--- src/rtl/muldiv_unit.sv ---
// Iterative radix-2 multiply/divide unit.
// Multiplies by shift-add and divides by restoring shift-subtract, one bit
// per cycle, working on operand magnitudes. The sign of the result is fixed
// up when the result is written. Division by zero and the signed overflow
// case skip the iteration and produce their result directly.
module muldiv_unit #(
  parameter int size = 32
) (
  input  logic            clk,
  input  logic            reset,
  input  logic            in_valid,
  output logic            in_ready,
  input  logic [size-1:0] A,
  input  logic [size-1:0] B,
  input  logic [2:0]      Sel,
  input  logic            flush,
  output logic            out_valid,
  input  logic            out_ready,
  output logic [size-1:0] S,
  output logic            div_zero
);

  localparam logic [1:0] IDLE = 2'd0;
  localparam logic [1:0] CALC = 2'd1;
  localparam logic [1:0] DONE = 2'd2;

  localparam int                CNT_W    = $clog2(size + 1);
  localparam logic [CNT_W-1:0]  CNT_LOAD = CNT_W'(size);
  localparam logic [CNT_W-1:0]  CNT_ONE  = CNT_W'(1);
  localparam logic [size-1:0]   MIN_NEG  = {1'b1, {(size-1){1'b0}}};

  // Two's-complement negation when n is set (single width).
  function automatic logic [size-1:0] neg_if(input logic [size-1:0] v, input logic n);
    return n ? (~v + 1'b1) : v;
  endfunction

  // Two's-complement negation when n is set (double width product).
  function automatic logic [2*size-1:0] neg_if_wide(input logic [2*size-1:0] v, input logic n);
    return n ? (~v + 1'b1) : v;
  endfunction

  logic [1:0]       state;
  logic [CNT_W-1:0] cnt;
  logic [2:0]       op;
  logic             neg;
  logic [size-1:0]  hi;   // product high half / partial remainder
  logic [size-1:0]  lo;   // multiplier bits / dividend-then-quotient bits
  logic [size-1:0]  bm;   // multiplicand / divisor magnitude

  // Request decode
  logic            accept;
  logic            is_div;
  logic            a_signed, b_signed;
  logic            a_neg, b_neg;
  logic [size-1:0] a_mag, b_mag;
  logic            b_zero, sgn_ovf, special;
  logic [size-1:0] special_res;

  assign in_ready  = (state == IDLE);
  assign out_valid = (state == DONE);
  assign accept    = in_valid && in_ready;

  assign is_div      = Sel[2];
  assign a_signed    = (Sel == 3'b001) || (Sel == 3'b010) || (Sel == 3'b100) || (Sel == 3'b110);
  assign b_signed    = (Sel == 3'b001) || (Sel == 3'b100) || (Sel == 3'b110);
  assign a_neg       = a_signed && A[size-1];
  assign b_neg       = b_signed && B[size-1];
  assign a_mag       = neg_if(A, a_neg);
  assign b_mag       = neg_if(B, b_neg);
  assign b_zero      = (B == '0);
  assign sgn_ovf     = is_div && !Sel[0] && (A == MIN_NEG) && (B == '1);
  assign special     = is_div && (b_zero || sgn_ovf);
  assign special_res = b_zero ? (Sel[1] ? A : '1) : (Sel[1] ? '0 : A);

  // One iteration step
  logic [size:0]     mul_sum;
  logic [size:0]     div_sh, div_trial;
  logic [size-1:0]   step_hi, step_lo;
  logic [2*size-1:0] prod_s;
  logic [size-1:0]   final_res;

  // Compute the next hi/lo pair for the operation in flight and its final result.
  always_comb begin
    mul_sum   = {1'b0, hi} + (lo[0] ? {1'b0, bm} : '0);
    div_sh    = {hi, lo[size-1]};
    div_trial = div_sh - {1'b0, bm};
    if (op[2]) begin
      if (!div_trial[size]) begin
        step_hi = div_trial[size-1:0];
        step_lo = {lo[size-2:0], 1'b1};
      end else begin
        step_hi = div_sh[size-1:0];
        step_lo = {lo[size-2:0], 1'b0};
      end
    end else begin
      step_hi = mul_sum[size:1];
      step_lo = {mul_sum[0], lo[size-1:1]};
    end
    prod_s = neg_if_wide({step_hi, step_lo}, neg);
    if (op[2])
      final_res = op[1] ? neg_if(step_hi, neg) : neg_if(step_lo, neg);
    else if (op == 3'b000)
      final_res = prod_s[size-1:0];
    else
      final_res = prod_s[2*size-1:size];
  end

  // Sequence IDLE -> CALC -> DONE; flush returns to IDLE from anywhere.
  always_ff @(posedge clk or negedge reset) begin
    if (!reset) begin
      state <= IDLE;
      cnt   <= '0;
    end else if (flush) begin
      state <= IDLE;
    end else begin
      case (state)
        IDLE: begin
          if (accept) begin
            state <= special ? DONE : CALC;
            cnt   <= special ? '0 : CNT_LOAD;
          end
        end
        CALC: begin
          cnt <= cnt - CNT_ONE;
          if (cnt == CNT_ONE) state <= DONE;
        end
        DONE: begin
          if (out_ready) state <= IDLE;
        end
        default: state <= IDLE;
      endcase
    end
  end

  // Capture operands on acceptance, iterate in CALC, write the result once.
  always_ff @(posedge clk or negedge reset) begin
    if (!reset) begin
      op       <= '0;
      neg      <= 1'b0;
      hi       <= '0;
      lo       <= '0;
      bm       <= '0;
      S        <= '0;
      div_zero <= 1'b0;
    end else if (!flush) begin
      if (accept) begin
        op  <= Sel;
        neg <= (Sel[2] && Sel[1]) ? a_neg : (a_neg ^ b_neg);
        hi  <= '0;
        lo  <= is_div ? a_mag : b_mag;
        bm  <= is_div ? b_mag : a_mag;
        if (special) begin
          S        <= special_res;
          div_zero <= b_zero;
        end
      end else if (state == CALC) begin
        hi <= step_hi;
        lo <= step_lo;
        if (cnt == CNT_ONE) begin
          S        <= final_res;
          div_zero <= 1'b0;
        end
      end
    end
  end

endmodule

--- config.mk ---
export PLATFORM = sky130hd
export DESIGN_NAME = muldiv_unit
export DESIGN_NICKNAME = d
export VERILOG_FILES = /design/src/rtl/muldiv_unit.sv
export SDC_FILE = /design/constraint.sdc
export NUM_CORES = 1
export LEC_CHECK = 0
export CORE_MARGIN = 5
export CORE_UTILIZATION = 40
export DETAILED_ROUTE_END_ITERATION = 16
export GPL_TIMING_DRIVEN = 0
export PLACE_DENSITY = 0.58
export SLEW_MARGIN = 20
export SYNTH_ARGS = -nofsm -noshare
export SYNTH_HDL_FRONTEND = slang
export SYNTH_SLANG_ARGS = --single-unit
--- constraint.sdc ---
create_clock -name clk -period 12.6 [get_ports clk]
set_input_delay 2.52 -clock clk [delete_from_list [all_inputs] [get_ports clk]]
set_output_delay 2.52 -clock clk [all_outputs]
set_load 0.005 [all_outputs]
==> impl_metrics.tcl <==
set metrics [dict create \
    path_class "reg -> reg" \
    clock_skew_ns 0.0223 \
    core-area_sq_um 41700 \
    yosysMostFrequentCell "nand2_1" \
    syn_area_sq_um 16800 \
    syn_to_final_growth_pct 14.1 \
    synth_area_leaders "dfrtp_1 21%, a21oi_1 7.1%, o21ai_0 7.0%, nand2_1 7.0%, nor2_1 5.8%" \
    status "completed" \
    die_h_microns 215 \
    vias_per_cell 6.44 \
    worst_ep_arrival_time_ns 8.92 \
    cts_root_buffer "clkbuf_16" \
    cts_buffers 17 \
    r2r_slack_ns 4.05 \
    cts_tree "yes" \
    hold_depth 1 \
    pre_cts_slack_ns 4.23 \
    io_buffers 102 \
    slew_viol_final 0 \
    vias 19600 \
    nFillCells 4374 \
    worst_pin_slew_ns 1.18 \
    htreeDepth 4 \
    grt_pass1_vias 18200 \
    synth_fa_ha_area_share_pct 6.20 \
    grt.total_usage_pct 36.1 \
    drc 0 \
    rsz0062_at_grt "false" \
    overflow 0 \
    clk_pin_slew_worst_paths_ns 0.07 \
    power_w 0.00510 \
    min_path_type "reg -> reg" \
    async_flop_share_pct 100 \
    synth_seq_cells 141 \
    postCtsHoldBufs 0 \
    max_cap_violations 0 \
    hpwl_microns 70400 \
    synth_commonest_cells "313 x nand2_1, 258 x nor2_1, 239 x a21oi_1" \
    setup_viol 0 \
    rows 75 \
    p_per_area_nw_per_um2 267 \
    post_cts_buffers 0 \
    ys_warn_count 0 \
    yosysSeqAreaShare_pct 21.1 \
    fin_nets 2633 \
    period_share_pct 67.8 \
    final.setup.worst_slack_ns 4.05 \
    relSlewSlack_pct 21.5 \
    synthCells 2365 \
    crit_path_end_kind "flop" \
    worst_r2r_path_depth 21 \
    hold_viol 0 \
    timing.rr.end "S[26]" \
    drtPass1Iterations 5 \
    worstHoldStart "state[1]" \
    synth-edff-count 0 \
    synthMuxAreaShare_pct 5.16 \
    synth_simple_gate_area_share_pct 25.6 \
    synth_top_family_by_area "compound AO/OA/AOI/OAI gates" \
    synth_top_area_cell "dfrtp_1" \
    wl_microns 85800 \
    grt_pass1_wl_microns 124000 \
    cts-resized-gates 0 \
    fp.dieW_microns 215 \
    synth_top_area_share_pct 21.1 \
    netlist-cell-type-count 92 \
    leakage_nw 7.73 \
    multi_input_area_sq_um 12400 \
    max_freq_mhz 117 \
    seqCellArea_sq_um 3530 \
    clock_latency_ns 0.50 \
    setup_tns_ns 0 \
    post_synth_xor_area_fraction_pct 9.30 \
    drive_gt1_share_pct 4.72 \
    synth-compound-area-share_pct 27.7 \
    grt_max_degree 90 \
    cts_buffer_depth 2 \
    path_max_fanout 10 \
    finalWeightedCongestion 1.02 \
    boundaryPins 107 \
    synthesis.nets 2510 \
    min_to "state[0]" \
    reg2reg_from "op[2]" \
    cp.required_ns 12.97 \
    start_util_pct 40.2 \
    ys.flop_type "dfrtp_1" \
    die_area_sq_um 46100 \
    antenna_left 0 \
    fin_crit_ns 8.55 \
    start_kind "flop" \
    fin_util_pct 45.9 \
    wl_per_cell_microns 28.2 \
    drtIter0Drc 2219 \
    clkSinkCount 141 \
    grt_antenna_before_repair 1 \
    post_synth.cell_area_avg_sq_um 7.08 \
    ir_drop_mv 0.115 \
]
[cells by family after synthesis]
kind of cell / Yosys count
simple gates: 917
mux: 83
xor+xnor: 177
buf+inv: 209
flops: 141
compound gates: 754
fa+ha+maj: 84
[power breakdown]
part | internal, W | switching [W]
registers | 0.000614 | 0.000229
logic | 0.00124 | 0.00247
clock network | 0.000270 | 0.000275
[registers in the layout (all words and copies together) (netlist names)]
name	flops
S	32
bm	32
hi	32
lo	32
cnt	6
op	3
state	2
div_zero	1
neg	1
[critical path, cell delays in order (launching register included)]
cell	delay [ns]
dfrtp_1	0.32
buf_2	0.32
buf_2	0.40
buf_2	0.36
buf_2	0.41
buf_1	0.66
buf_2	0.43
buf_2	0.33
buf_2	0.36
buf_2	0.38
mux2i_1	0.45
ha_1	0.42
o211ai_1	0.36
nand4bb_1	0.44
or3_1	0.48
o21ai_1	0.38
o21ai_0	0.26
or3_1	0.51
o41ai_1	0.35
xor2_1	0.32
a221oi_1	0.13
o32a_1	0.32
[layout make-up]
type	count	area share [%]
Clock inverter	15	0.962
Tap cell	539	3.53
Buffer	144	3.06
Timing Repair Buffer	104	5.55
Clock buffer	17	2.23
Antenna cell	3	0.0393
Sequential cell	141	18.5
Multi-Input combinational cell	2015	64.9
Inverter	65	1.28
[layout by cell type, fill, tap and decap left out, drive strengths merged, types with 23 or more instances in the layout]
cell             n
nand3           40
a31oi           25
nand2          313
o21ai          248
a22o            23
a21oi          241
clkbuf         126
nor3            72
or3             30
clkdlybuf4s50  101
and2            49
nand4           30
nand2b          23
dfrtp          141
inv             73
buf             38
ha              71
xnor2           95
nor2           258
mux2i           68
xor2            82
a21o            23
[through the flow]
step           std cells  hold WS (ns)  area (sq um)
2_1_floorplan       2365         0.452         16800
5_1_grt             3040         0.514         19100
6_report            3043         0.487         19100
3_5_place_dp        3008         0.480         18500
3_3_place_gp        3006         0.465         18500
4_1_cts             3040         0.490         19100
[layer usage]
layer	track usage, %	vias up	wire, microns
li1	-	8804	-
met2	52.8	1027	36100
met5	0	-	0
met1	49.9	9572	36500
met4	16.4	0	4460
met3	9.33	193	8750
[worst max-delay path by stage]
stage          start      to  slack, ns  cells after the start
4_1_cts        op[2]   S[26]       4.46                     21
6_report       op[2]   S[26]       4.05                     21
3_5_place_dp    B[0]   S[31]       4.23                     17
3_3_place_gp   reset  cnt[4]       2.84                      1
5_1_grt        op[2]   S[26]       4.03                     21
2_1_floorplan   B[6]    S[9]       6.51                     13
(Power assumes the default switching activity.)
